`src/rtl/pc_seq_pkg.sv`:
```
// Shared encodings for the multi-cycle PC sequencer: state codes, op_class codes, PC step.
package pc_seq_pkg;

    typedef enum logic [2:0] {
        ST_IF   = 3'd0,
        ST_ID   = 3'd1,
        ST_EXE  = 3'd2,
        ST_MEM  = 3'd3,
        ST_WB   = 3'd4,
        ST_HALT = 3'd5
    } state_t;

    localparam logic [2:0] OP_ALU    = 3'd0;
    localparam logic [2:0] OP_LOAD   = 3'd1;
    localparam logic [2:0] OP_STORE  = 3'd2;
    localparam logic [2:0] OP_BRANCH = 3'd3;
    localparam logic [2:0] OP_JUMP   = 3'd4;
    localparam logic [2:0] OP_JAL    = 3'd5;
    localparam logic [2:0] OP_JR     = 3'd6;
    localparam logic [2:0] OP_HALT   = 3'd7;

    localparam logic [31:0] PC_STEP = 32'd4;

endpackage

```
`src/rtl/pc_target.sv`:
```
// Combinational next-address selection: pc+4, branch target, jump concat, jr register.
module pc_target
    import pc_seq_pkg::*;
(
    input  logic [31:0] i_pc,
    input  logic [2:0]  i_op_class,
    input  logic        i_zero,
    input  logic        i_branch_ne,
    input  logic [15:0] i_imm16,
    input  logic [25:0] i_jaddr,
    input  logic [31:0] i_rs_data,
    output logic [31:0] o_pc_plus4,
    output logic [31:0] o_target
);

    logic signed [31:0] w_offset;
    logic [31:0]        w_branch_tgt;
    logic               w_taken;

    assign o_pc_plus4   = i_pc + PC_STEP;
    assign w_offset     = {{14{i_imm16[15]}}, i_imm16, 2'b00};
    assign w_branch_tgt = o_pc_plus4 + $unsigned(w_offset);
    assign w_taken      = i_zero ^ i_branch_ne;

    always_comb begin
        o_target = o_pc_plus4;
        case (i_op_class)
            OP_BRANCH: o_target = w_taken ? w_branch_tgt : o_pc_plus4;
            OP_JUMP,
            OP_JAL:    o_target = {o_pc_plus4[31:28], i_jaddr, 2'b00};
            OP_JR:     o_target = i_rs_data;
            default:   o_target = o_pc_plus4;
        endcase
    end

endmodule

```
`src/rtl/pc_sequencer.sv`:
```
// Multi-cycle IF/ID/EXE/MEM/WB sequencer issuing a one-cycle PCWre with the next PC.
// Optional memory handshake on IF and MEM is enabled by defining PC_SEQ_MEMWAIT_EN.
module pc_sequencer
    import pc_seq_pkg::*;
#(
    parameter logic [31:0] RESET_PC = 32'h0000_0000
) (
    input  logic        CLK,
    input  logic        Reset,
    input  logic [31:0] pc,
    input  logic [2:0]  op_class,
    input  logic        zero,
    input  logic        branch_ne,
    input  logic [15:0] imm16,
    input  logic [25:0] jaddr,
    input  logic [31:0] rs_data,
`ifdef PC_SEQ_MEMWAIT_EN
    input  logic        mem_ready,
`endif
    output logic        PCWre,
    output logic [31:0] PCData,
    output logic        IRWre,
    output logic [2:0]  state,
    output logic        halted
);

    state_t      r_state;
    state_t      w_next;
    logic        r_run;
    logic        w_mem_ok;
    logic        w_pcwre;
    logic        w_is_jump;
    logic [31:0] w_pc_plus4;
    logic [31:0] w_target;

`ifdef PC_SEQ_MEMWAIT_EN
    assign w_mem_ok = mem_ready;
`else
    assign w_mem_ok = 1'b1;
`endif

    assign w_is_jump = (op_class == OP_JUMP) || (op_class == OP_JAL) || (op_class == OP_JR);

    pc_target u_pc_target (
        .i_pc        (pc),
        .i_op_class  (op_class),
        .i_zero      (zero),
        .i_branch_ne (branch_ne),
        .i_imm16     (imm16),
        .i_jaddr     (jaddr),
        .i_rs_data   (rs_data),
        .o_pc_plus4  (w_pc_plus4),
        .o_target    (w_target)
    );

    // r_run keeps the sequencer parked in IF until the first edge after reset release.
    always_ff @(posedge CLK or posedge Reset) begin
        if (Reset) begin
            r_run   <= 1'b0;
            r_state <= ST_IF;
        end else begin
            r_run   <= 1'b1;
            r_state <= w_next;
        end
    end

    always_comb begin
        w_next  = ST_IF;
        w_pcwre = 1'b0;
        case (r_state)
            ST_IF: begin
                w_next = (r_run && w_mem_ok) ? ST_ID : ST_IF;
            end
            ST_ID: begin
                if (w_is_jump) begin
                    w_next  = ST_IF;
                    w_pcwre = 1'b1;
                end else if (op_class == OP_HALT) begin
                    w_next = ST_HALT;
                end else begin
                    w_next = ST_EXE;
                end
            end
            ST_EXE: begin
                case (op_class)
                    OP_BRANCH: begin
                        w_next  = ST_IF;
                        w_pcwre = 1'b1;
                    end
                    OP_ALU:   w_next = ST_WB;
                    OP_LOAD,
                    OP_STORE: w_next = ST_MEM;
                    default:  w_next = ST_IF;
                endcase
            end
            ST_MEM: begin
                if (!w_mem_ok) begin
                    w_next = ST_MEM;
                end else if (op_class == OP_LOAD) begin
                    w_next = ST_WB;
                end else begin
                    w_next  = ST_IF;
                    w_pcwre = (op_class == OP_STORE);
                end
            end
            ST_WB: begin
                w_next  = ST_IF;
                w_pcwre = 1'b1;
            end
            ST_HALT: w_next = ST_HALT;
            default: w_next = ST_IF;
        endcase
    end

    assign state  = r_state;
    assign PCWre  = w_pcwre && !Reset;
    assign IRWre  = (r_state == ST_IF) && r_run && w_mem_ok && !Reset;
    assign halted = (r_state == ST_HALT) && !Reset;
    assign PCData = (Reset || !r_run) ? RESET_PC : (PCWre ? w_target : w_pc_plus4);

endmodule
```
`config.mk`:
```
export PLATFORM = sky130hd
export DESIGN_NAME = pc_sequencer
export DESIGN_NICKNAME = d
export VERILOG_FILES = /design/src/rtl/pc_seq_pkg.sv /design/src/rtl/pc_target.sv /design/src/rtl/pc_sequencer.sv
export SDC_FILE = /design/constraint.sdc
export NUM_CORES = 1
export LEC_CHECK = 0
export ABC_AREA = 1
export BUFFER_PORTS_ARGS = -buffer_cell sky130_fd_sc_hd__buf_2
export CORE_AREA = 2 2 93 95
export DETAILED_ROUTE_END_ITERATION = 7
export DIE_AREA = 0 0 95 97
export PLACE_DENSITY = 0.95
export SYNTH_ARGS = -nofsm -noshare
export SYNTH_HDL_FRONTEND = slang
export SYNTH_SLANG_ARGS = --single-unit
export TNS_END_PERCENT = 1
```
`constraint.sdc`:
```
create_clock -name CLK -period 8.25 [get_ports CLK]
set_input_delay 0.825 -clock CLK [delete_from_list [all_inputs] [get_ports CLK]]
set_output_delay 0.825 -clock CLK [all_outputs]
set_load 0.05 [all_outputs]
```
==> reports/metrics.yaml <==
status:
  status: "finished, final reports clean"
route:
  ant_nets: 0
  drcViolationCount: 0
  first_iter_violations: 731
  viasPerCell: 5.65
  wl_per_cell_um: 14.0
  vias: 6306
  drt-total-wl_um: 15600
  drtPass1Iterations: 6
synthesis:
  synth_cells: 874
  synth-edff-count: 0
  syn-num-nets: 1023
  synthArstFlopShare: 1.00
  yosysSeqAreaShare: 0.0227
  synth_cell_type_count: 41
  synth_warnings: 0
  yosys_register_bits: 4
  syn-cell-area_mm2: 0.00442
  synth_ff_type: "dfrtp_1"
  synth_area_per_cell_um2: 5.06
worst_setup_path:
  slowest_delay_ns: 0.38
  cp_top_family: "simple AND/OR/NAND/NOR gates"
  path_common_cell: "nand2_1"
  path_buf_inv: 3
  startpoint_type: "primary input"
  worstPathArrival_ns: 4.08
  worst_setup_path_end_kind: "primary output"
  required_ns: 7.42
  path_cells: "buf_2 -> ha_1 -> nand2_1 -> nor2_4 -> nand2_2 -> nor2_1 -> xnor2_1 -> inv_1 -> ha_1 -> nand2_1 -> nor2_1 -> nand3_1 -> nand3_1 -> nand2_1 -> nand2_1 -> nand2_1 -> nand3_1 -> nand3_1 -> a21oi_1 -> buf_2"
  cp_slowest_cell: "ha_1"
  criticalPathCategory: "in2out"
  crit_fanout: 5
clocking:
  clk_path_buf_depth: 2
  clk_root_buffer_cell: "clkbuf_8"
  cts.sinks: 4
  cts_setup_buffers: 0
  cts_buffers: 3
  cts_tree: "yes"
  cts_resized: 0
  clkTransAtPathRegs_ns: 0.03
  cts_hold_repair.buffers: 0
  clock_latency_ns: 0.22
  htree_num_levels: 1
placed_design:
  dp_cells: 1113
  place_congestion: 1.02
  post-place-ws_ns: 3.46
  dp_hpwl_um: 13200
  place.port_buffers: 150
timing:
  tightest_slew_ns: 1.26
  relSlewSlack: 0.158
  finalWorstSetupSlack_ns: 3.35
  finalMaxSlewViolations: 0
  fin_worst_skew_ns: 0.00522
  rsz0062_at_grt: "false"
  setup_tns_ns: 0
  hold_viol_final: 0
  fin_crit_ns: 4.90
  fmax_mhz: 204
  period_share: 0.594
  finalSetupViolCount: 0
finish:
  final_util: 0.648
  final_cell_mix: "296 x nand2_1, 150 x buf_2, 132 x inv_1"
  finalNonFillerCells: 1117
  syn_to_final_growth_pct: 19.2
  nNetsFinal: 1162
  drive_above_1_share: 0.177
  layout_commonest_cell: "nand2_1"
  fillers: 757
floorplanning:
  core_area_mm2: 0.00813
  pin_count: 151
  die_area_mm2: 0.00922
  start_util: 0.543
  num_rows: 33
  die_y_um: 97
  fp.dieW_um: 95
worst_hold_path:
  hold_class: "in2async"
global_routing:
  antenna_found_initial: 1
  grt_pass1_vias: 5540
  grt_max_degree: 32
  overflow: 0
  grt_pass1_wl_um: 25400
  groute.usage.overall: 0.334
pwr:
  vdd.ir_drop.worst_v: 0.000148
  leakagePower_nw: 3.10
  finalPower_w: 0.000461
  cellPowerDensity_mw_per_mm2: 87.4
flow_run:
  cap_violations: 0
[kinds of logic after synthesis]
family / count (synthesis) / synth area share
AO/OA/AOI/OAI: 149 / 0.198
flip-flops: 4 / 0.0227
XOR/XNOR: 27 / 0.0535
buffers and inverters: 153 / 0.137
other: 1 / 0.000849
AND/OR/NAND/NOR: 504 / 0.484
adder cells (fa/ha/maj): 36 / 0.104
[synthesized netlist by cell type (all sizes together), types with 4 or more instances]
cell type | count | area share
dfrtp | 4 | 0.023
a21oi | 66 | 0.076
buf | 11 | 0.016
o21ai | 48 | 0.054
xor2 | 18 | 0.036
clkbuf | 6 | 0.0051
inv | 135 | 0.11
nand4 | 12 | 0.017
a22o | 24 | 0.048
or2 | 4 | 0.0057
nand3 | 68 | 0.080
ha | 35 | 0.099
o21bai | 4 | 0.0068
nor3 | 13 | 0.018
xnor2 | 9 | 0.018
nand2 | 299 | 0.26
nor2 | 98 | 0.092
[worst paths after layout]
check	from	endpoint	slack, ns	depth (start not counted)
min in group CLK	r_run	state[0]	0.60	2
setup reg to reg	state[2]	state[0]	7.18	5
hold reg to reg	r_run	state[0]	0.60	2
max in group asynchronous	Reset	state[1]	7.54	2
hold / removal	Reset	state[2]	0.53	2
setup / recovery	pc[2]	PCData[20]	3.35	20
[cell type report]
type / count / area (um2) / share of cell area
Sequential cell: 4 / 100 / 0.0190
Clock buffer: 3 / 41.3 / 0.00784
Tap cell: 105 / 131 / 0.0249
Timing Repair Buffer: 151 / 758 / 0.144
Multi-Input combinational cell: 717 / 3720 / 0.707
Antenna cell: 1 / 2.50 / 0.000475
Inverter: 136 / 510 / 0.0969
[power by group]
group          switching [W]   total, W  internal (W)  leakage, nW
sequential        0.00000690  0.0000321     0.0000252       0.0513
clock              0.0000111  0.0000422     0.0000312       0.0216
combinational       0.000267   0.000386      0.000119         3.03
total               0.000285   0.000461      0.000175         3.10
[metrics by stage]
step	cell area, um2	hold WS, ns
global placement	5220	0.564
detailed placement	5220	0.590
global route	5270	0.544
floorplan	4420	0.529
CTS	5270	0.526
finish	5270	0.529
[state kept, by name, summed over array words and instances, names as in the netlist]
name / cells
state: 3
r_run: 1
[routing by layer]
metal	vias up	track usage	wire length [um]
met5	-	0	0
met4	0	0.0691	448
met3	43	0.0382	1670
met2	387	0.542	6840
met1	2776	0.472	6670
li1	3100	-	-
[worst reg2reg max path: stages, from the launching register on]
cell and delay [ns]:
dfrtp_1 0.41, inv_1 0.14, nand3_1 0.08, inv_1 0.10, o21ai_0 0.12, o211ai_1 0.13
Note: power is estimated with default switching activity, not from simulation.
